`src/rtl/mem_port_arbiter_pkg.sv`:
```
// Shared types for the backing-memory port sequencer.
//   t_arb_state : sequencer states (IDLE -> BUSY -> RESP -> IDLE)
//   t_port      : requester identity (instruction side / data side)
//   t_mem_req   : request fields latched at grant and driven onto the memory port
package arb_pkg;

  typedef enum logic [1:0] {
    IDLE,
    BUSY,
    RESP
  } t_arb_state;

  typedef enum logic {
    PORT_I,
    PORT_D
  } t_port;

  typedef struct packed {
    logic        we;
    logic [31:0] addr;
    logic [31:0] wdata;
  } t_mem_req;

endpackage

```
`src/rtl/mem_port_arbiter_if.sv`:
```
// Bundle of every request/response/memory signal around the arbiter.
//   slave  : the arbiter's view (takes requests and memory responses,
//            drives acks, read data, the memory command and stall)
//   master : the environment's view (requesters plus backing memory)
interface mem_port_arbiter_if;

  // instruction side
  logic        i_req;
  logic [31:0] i_addr;
  logic        i_ack;
  logic [31:0] i_rdata;
  logic        i_err;

  // data side
  logic        d_req;
  logic        d_we;
  logic [31:0] d_addr;
  logic [31:0] d_wdata;
  logic        d_ack;
  logic [31:0] d_rdata;
  logic        d_err;

  // backing memory port
  logic        mem_req;
  logic        mem_we;
  logic [31:0] mem_addr;
  logic [31:0] mem_wdata;
  logic        mem_ack;
  logic [31:0] mem_rdata;

  // pipeline freeze
  logic        stall;

  modport slave (
    input  i_req, i_addr,
    input  d_req, d_we, d_addr, d_wdata,
    input  mem_ack, mem_rdata,
    output i_ack, i_rdata, i_err,
    output d_ack, d_rdata, d_err,
    output mem_req, mem_we, mem_addr, mem_wdata,
    output stall
  );

  modport master (
    output i_req, i_addr,
    output d_req, d_we, d_addr, d_wdata,
    output mem_ack, mem_rdata,
    input  i_ack, i_rdata, i_err,
    input  d_ack, d_rdata, d_err,
    input  mem_req, mem_we, mem_addr, mem_wdata,
    input  stall
  );

endinterface

```
`src/rtl/mem_port_arbiter_rr.sv`:
```
// Arb_RoundRobin2: combinational two-way picker.
//   i_req, d_req : pending requests
//   last_grant   : side granted by the previous completed transaction
//   valid        : at least one request pending
//   winner       : chosen side; on a tie, the side not granted last
// Kept as its own block so a different policy (e.g. fixed priority) can be
// dropped in without touching the sequencer.
module Arb_RoundRobin2
  import arb_pkg::*;
(
  input  logic  i_req,
  input  logic  d_req,
  input  t_port last_grant,
  output logic  valid,
  output t_port winner
);

  always_comb begin
    valid  = i_req | d_req;
    winner = PORT_I;
    if (i_req && d_req) begin
      winner = (last_grant == PORT_I) ? PORT_D : PORT_I;
    end else if (d_req) begin
      winner = PORT_D;
    end
  end

endmodule

```
`src/rtl/mem_port_arbiter.sv`:
```
// mem_port_arbiter: sequencer for the single backing-memory port shared by
// the instruction-side and data-side requesters.
//   clock : sole clock, rising edge
//   reset : asynchronous, active-low
//   bus   : mem_port_arbiter_if.slave
//           i_* / d_* request and response handshakes,
//           mem_* memory command/response, stall to the pipeline.
// One transaction at a time: grant in IDLE, hold the latched command on the
// memory port during BUSY until mem_ack or the watchdog fires, then pulse the
// granted side's ack in RESP.
module mem_port_arbiter
  import arb_pkg::*;
#(
  parameter int MAX_WAIT = 16,
  parameter int CNT_W    = 5
) (
  input logic              clock,
  input logic              reset,
  mem_port_arbiter_if.slave bus
);

  localparam logic [CNT_W-1:0] WAIT_LAST = CNT_W'(MAX_WAIT - 1);

  t_arb_state       state_reg,      state_next;
  logic [CNT_W-1:0] cnt_reg,        cnt_next;
  t_mem_req         req_reg,        req_next;
  t_port            gnt_reg,        gnt_next;
  t_port            last_grant_reg, last_grant_next;
  logic [31:0]      rdata_reg,      rdata_next;
  logic             err_reg,        err_next;

  logic  pick_valid;
  t_port pick_winner;
  logic  resp_i;
  logic  resp_d;

  Arb_RoundRobin2 u_pick (
    .i_req      (bus.i_req),
    .d_req      (bus.d_req),
    .last_grant (last_grant_reg),
    .valid      (pick_valid),
    .winner     (pick_winner)
  );

  // Reset starts with last_grant = I so that D wins the first tie.
  always_ff @(posedge clock or negedge reset) begin
    if (!reset) begin
      state_reg      <= IDLE;
      cnt_reg        <= '0;
      req_reg        <= '0;
      gnt_reg        <= PORT_I;
      last_grant_reg <= PORT_I;
      rdata_reg      <= '0;
      err_reg        <= 1'b0;
    end else begin
      state_reg      <= state_next;
      cnt_reg        <= cnt_next;
      req_reg        <= req_next;
      gnt_reg        <= gnt_next;
      last_grant_reg <= last_grant_next;
      rdata_reg      <= rdata_next;
      err_reg        <= err_next;
    end
  end

  always_comb begin
    state_next      = state_reg;
    cnt_next        = cnt_reg;
    req_next        = req_reg;
    gnt_next        = gnt_reg;
    last_grant_next = last_grant_reg;
    rdata_next      = rdata_reg;
    err_next        = err_reg;

    case (state_reg)
      IDLE: begin
        if (pick_valid) begin
          gnt_next = pick_winner;
          if (pick_winner == PORT_D) begin
            req_next.we    = bus.d_we;
            req_next.addr  = bus.d_addr;
            req_next.wdata = bus.d_wdata;
          end else begin
            // instruction fetches are always reads
            req_next.we    = 1'b0;
            req_next.addr  = bus.i_addr;
            req_next.wdata = '0;
          end
          cnt_next   = '0;
          state_next = BUSY;
        end
      end

      BUSY: begin
        // a completion in the watchdog's final cycle still counts as success
        if (bus.mem_ack) begin
          rdata_next = bus.mem_rdata;
          err_next   = 1'b0;
          state_next = RESP;
        end else if (cnt_reg == WAIT_LAST) begin
          rdata_next = '0;
          err_next   = 1'b1;
          state_next = RESP;
        end else begin
          cnt_next = cnt_reg + CNT_W'(1);
        end
      end

      RESP: begin
        last_grant_next = gnt_reg;
        state_next      = IDLE;
      end

      default: begin
        state_next = IDLE;
      end
    endcase
  end

  assign resp_i = (state_reg == RESP) && (gnt_reg == PORT_I);
  assign resp_d = (state_reg == RESP) && (gnt_reg == PORT_D);

  assign bus.mem_req   = (state_reg == BUSY);
  assign bus.mem_we    = req_reg.we;
  assign bus.mem_addr  = req_reg.addr;
  assign bus.mem_wdata = req_reg.wdata;

  // response fields are only shown to the side being acknowledged
  assign bus.i_ack   = resp_i;
  assign bus.i_rdata = resp_i ? rdata_reg : '0;
  assign bus.i_err   = resp_i & err_reg;
  assign bus.d_ack   = resp_d;
  assign bus.d_rdata = resp_d ? rdata_reg : '0;
  assign bus.d_err   = resp_d & err_reg;

  assign bus.stall = (bus.i_req & ~bus.i_ack) | (bus.d_req & ~bus.d_ack);

endmodule

```
`src/flat_wrapper.sv`:
```
// flat-port wrapper written by rule: the top's interface ports become plain ports
module mem_port_arbiter_flat import arb_pkg::*;
#(
  parameter int MAX_WAIT = 16,
  parameter int CNT_W    = 5
)
  (clock, reset, bus_i_req, bus_i_addr, bus_d_req, bus_d_we, bus_d_addr, bus_d_wdata, bus_mem_ack, bus_mem_rdata, bus_i_ack, bus_i_rdata, bus_i_err, bus_d_ack, bus_d_rdata, bus_d_err, bus_mem_req, bus_mem_we, bus_mem_addr, bus_mem_wdata, bus_stall);
  mem_port_arbiter_if bus_i ();
  input logic clock;
  input logic reset;
  input wire logic [$bits(bus_i.i_req)-1:0] bus_i_req;
  input wire logic [$bits(bus_i.i_addr)-1:0] bus_i_addr;
  input wire logic [$bits(bus_i.d_req)-1:0] bus_d_req;
  input wire logic [$bits(bus_i.d_we)-1:0] bus_d_we;
  input wire logic [$bits(bus_i.d_addr)-1:0] bus_d_addr;
  input wire logic [$bits(bus_i.d_wdata)-1:0] bus_d_wdata;
  input wire logic [$bits(bus_i.mem_ack)-1:0] bus_mem_ack;
  input wire logic [$bits(bus_i.mem_rdata)-1:0] bus_mem_rdata;
  output wire logic [$bits(bus_i.i_ack)-1:0] bus_i_ack;
  output wire logic [$bits(bus_i.i_rdata)-1:0] bus_i_rdata;
  output wire logic [$bits(bus_i.i_err)-1:0] bus_i_err;
  output wire logic [$bits(bus_i.d_ack)-1:0] bus_d_ack;
  output wire logic [$bits(bus_i.d_rdata)-1:0] bus_d_rdata;
  output wire logic [$bits(bus_i.d_err)-1:0] bus_d_err;
  output wire logic [$bits(bus_i.mem_req)-1:0] bus_mem_req;
  output wire logic [$bits(bus_i.mem_we)-1:0] bus_mem_we;
  output wire logic [$bits(bus_i.mem_addr)-1:0] bus_mem_addr;
  output wire logic [$bits(bus_i.mem_wdata)-1:0] bus_mem_wdata;
  output wire logic [$bits(bus_i.stall)-1:0] bus_stall;
  assign bus_i.i_req = bus_i_req;
  assign bus_i.i_addr = bus_i_addr;
  assign bus_i.d_req = bus_d_req;
  assign bus_i.d_we = bus_d_we;
  assign bus_i.d_addr = bus_d_addr;
  assign bus_i.d_wdata = bus_d_wdata;
  assign bus_i.mem_ack = bus_mem_ack;
  assign bus_i.mem_rdata = bus_mem_rdata;
  assign bus_i_ack = bus_i.i_ack;
  assign bus_i_rdata = bus_i.i_rdata;
  assign bus_i_err = bus_i.i_err;
  assign bus_d_ack = bus_i.d_ack;
  assign bus_d_rdata = bus_i.d_rdata;
  assign bus_d_err = bus_i.d_err;
  assign bus_mem_req = bus_i.mem_req;
  assign bus_mem_we = bus_i.mem_we;
  assign bus_mem_addr = bus_i.mem_addr;
  assign bus_mem_wdata = bus_i.mem_wdata;
  assign bus_stall = bus_i.stall;
  mem_port_arbiter #(.MAX_WAIT(MAX_WAIT), .CNT_W(CNT_W)) u_core (.clock(clock), .reset(reset), .bus(bus_i));
endmodule
```
`config.mk`:
```
export PLATFORM = sky130hd
export DESIGN_NAME = mem_port_arbiter_flat
export DESIGN_NICKNAME = d
export VERILOG_FILES = /design/src/rtl/mem_port_arbiter_pkg.sv /design/src/rtl/mem_port_arbiter_if.sv /design/src/rtl/mem_port_arbiter_rr.sv /design/src/rtl/mem_port_arbiter.sv /design/src/flat_wrapper.sv
export SDC_FILE = /design/constraint.sdc
export NUM_CORES = 1
export LEC_CHECK = 0
export BUFFER_PORTS_ARGS = -buffer_cell sky130_fd_sc_hd__buf_2
export CAP_MARGIN = 20
export CORE_AREA = 2 2 103 105
export DETAILED_ROUTE_END_ITERATION = 7
export DIE_AREA = 0 0 105 107
export GPL_TIMING_DRIVEN = 0
export PLACE_DENSITY = 0.84
export SLEW_MARGIN = 20
export SYNTH_ARGS = -nofsm -noshare
export SYNTH_HDL_FRONTEND = slang
export SYNTH_HIERARCHICAL = 1
export SYNTH_SLANG_ARGS = --single-unit
```
`constraint.sdc`:
```
create_clock -name clock -period 6.6 [get_ports clock]
set_input_delay 0.66 -clock clock [delete_from_list [all_inputs] [get_ports clock]]
set_output_delay 0.66 -clock clock [all_outputs]
set_load 0.005 [all_outputs]
```
==> run metrics <==
# diodes 0; Worst VDD drop 0.000217 V; clock power share 0.139; P_leak 0.00370 uW; Hold Vio Cnt, Final 0; Yosys warnings 6; CTS tree yes; starting density of the core 0.472; FP Rows 37; total wire length 13.2 mm; Setup WS post-layout 3.77 ns; global-route wire length before repair 21.1 mm; actual slew at the worst max-slew pin 0.724 ns; initial antenna violation count 0; share of the synthesized area in the top cell type 0.562; detailed-route via count 4425; sw frac 0.373; Placer Congestion 0.821; top post-synthesis cells by count 107 x dfrtp_1, 104 x nand2_1, 67 x and2_1; final count of pins violating max slew 0; final setup violation count 0; drt wl/cell 14.8 microns; DP Cell Count 881; peak per-stage delay on the critical path 0.44 ns; cells taking the most area after synthesis dfrtp_1 56%, and2_1 8.8%, nand2_1 8.2%; port bufs 268; Post-CTS Setup Repair Bufs 0; drt pass-1 iters 5; Cell Chain, Critical Path or2b_1 > nor2_1 > clkbuf_1 > and2_1 > buf_2; Worst R2R Path Depth 7; Post-synth ARST share 1.00; Tot GR Track Use 0.235; # fillers 876; Final HPWL DP 10.2 mm; XOR/XNOR Fraction of Synth Area 0; Mean Syn Cell Area 10.0 sq um; DRC 0; htree depth 3; Netlist cell types 28; PostCTS Resize Cnt 0; fin crit period 2.83 ns; cts bufs inserted 9; Critical Path Start u_core/state_reg[0]; simple-gate share of the synthesized area 0.226; Layout Nets 892; Post-Place Setup Slack 4.05 ns; leading area contributor after synthesis dfrtp_1; I/O pins 269; CTS Buffer Depth 2; core area 10100 sq um; power per cell area 376 nW/um^2; die span in y 107 microns; CP Launch Type flip-flop; CP required 5.94 ns; Die Footprint 11200 sq um; internal power 1520 uW; Gate Count Post-Synth 476; drt first-iter violations 234; routed vias/inst 4.94; critical path capture point type primary output; clk root buf clkbuf_8; Congestion Overflow GR 0; ys flop type dfrtp_1; crit path max fanout 10; switching power 905 uW; Reg2Reg Setup Slack 4.36 ns; sequential power share 0.472; mux contribution to synthesized area 0.0693; Synth Area in Compound Gates 0.105; vias in the first global route 4355; crit path DAT 2.17 ns; clock tree sinks 107; RR Startpoint u_core/cnt_reg[0]; Post-synth EDFFs 0; Combinational Power Share 0.389; Rel. slew slack 0.515; Fmax achieved 0.353 GHz; Fin Hold WS 0.232 ns; syn_nets 612; Syn Std Cell Area 4760 sq um; largest family of logic cells by synthesized area simple AND/OR/NAND/NOR gates; outcome completed; slowest stage cell, crit path dfrtp_1; Clock Skew 0.0112 ns; Synth Area in Adders 0.00525; register bit count reported by yosys 107; post-synthesis sequential area ratio 0.562; RSZ-0062 raised after global routing false; setup TNS 0 ns; Max-Cap Viols 0; Hold WC Path Type in -> async; largest net degree at the start of global routing 59; clock latency reported for the late side of the worst-skew pair 0.35 ns; Die X 105 microns; share of layout cells above drive strength 1 0.377; CP endpoint bus_d_rdata[29]; Area Growth Syn to Fin 35.6%; Reg clk slew, reported paths 0.09 ns; worst reg2reg path endpoint u_core/cnt_reg[3]; top-count cell post-synth dfrtp_1; fin cells 895; Tcrit/Tclk final 0.429; Post-DRT Antenna Nets 0; CTS Hold Bufs 0; CP Class reg -> out
[critical path: cells and delay by family (launching register included)]
| kind | cells | cell delay [ns] |
|---|---|---|
| AND/OR/NAND/NOR | 3 | 0.89 |
| flip-flops | 1 | 0.44 |
| buffers and inverters | 2 | 0.49 |
[cells in the final DEF, fill, tap and decap left out]
cell,netlist,layout
or3_1,1,1
nand3_1,36,36
or4b_1,1,1
nor4b_1,1,1
or2_1,1,1
and3_1,1,1
clkbuf_8,0,9
and2_1,67,67
inv_1,5,5
clkinvlp_4,0,1
nor2_1,3,3
dfrtp_1,107,107
or2b_1,1,1
nor3b_2,1,1
buf_2,1,268
clkbuf_2,1,1
buf_16,0,1
o21ai_0,35,35
o22ai_1,2,2
a21boi_1,1,1
and2b_2,1,1
a21o_1,1,1
a22o_1,32,32
buf_1,1,1
clkinv_2,0,2
clkbuf_1,33,35
o21ai_1,1,1
a21oi_1,2,2
buf_6,0,1
or3b_2,1,1
nand2_1,104,104
mux2i_1,33,33
ha_1,2,2
[final cells by class]
cell class	count	area, sq um	area share
Sequential cell	107	2680	0.415
Multi-Input combinational cell	328	1930	0.299
Timing Repair Buffer	269	1380	0.213
Tap cell	136	170	0.0264
Buffer	36	138	0.0213
Clock buffer	11	131	0.0203
Inverter	5	18.8	0.00291
Clock inverter	3	17.5	0.00271
[cell families (layout without fill, tap and decap cells)]
logic type / Yosys count / after routing
multiplexers: 33 / 33
adder cells (fa/ha/maj): 2 / 2
flip-flops: 107 / 107
buffers and inverters: 41 / 324
AO/OA/AOI/OAI: 74 / 74
AND/OR/NAND/NOR: 219 / 219
[power groups by stage]
stage	Clock, uW	Sequential [uW]	Combinational (uW)
6_report	337	1150	945
5_1_grt	378	1190	1060
4_1_cts	352	1150	959
3_5_place_dp	0	1160	957
3_3_place_gp	0	1140	916
2_1_floorplan	0	1140	490
[how the worst min path moves through the flow]
stage,cells past startpoint,end
detailed placement,2,u_core/bus.mem_wdata[21]
global route,1,u_core/rdata_reg[17]
finish,1,u_core/rdata_reg[17]
CTS,1,u_core/rdata_reg[17]
global placement,2,u_core/bus.mem_wdata[17]
floorplan,0,u_core/bus.mem_addr[0]
[per-stage QoR]
stage                     total power (uW)  area (sq um)  utilization
after floorplan                       1630          4760            -
after global placement                2050          6270        0.622
after detailed placement              2110          6310        0.625
after CTS                             2460          6460        0.640
after global routing                  2630          6460        0.640
final                                 2430          6460        0.640
[layer usage]
metal / GRT usage / vias to the layer above / part of all wire
met5: 0 / - / 0
met4: 0.0867 / 0 / 0.018
met3: 0.0389 / 18 / 0.063
met2: 0.420 / 173 / 0.52
met1: 0.286 / 2085 / 0.40
li1: - / 2149 / -
Power figures use the tool's default switching activity.
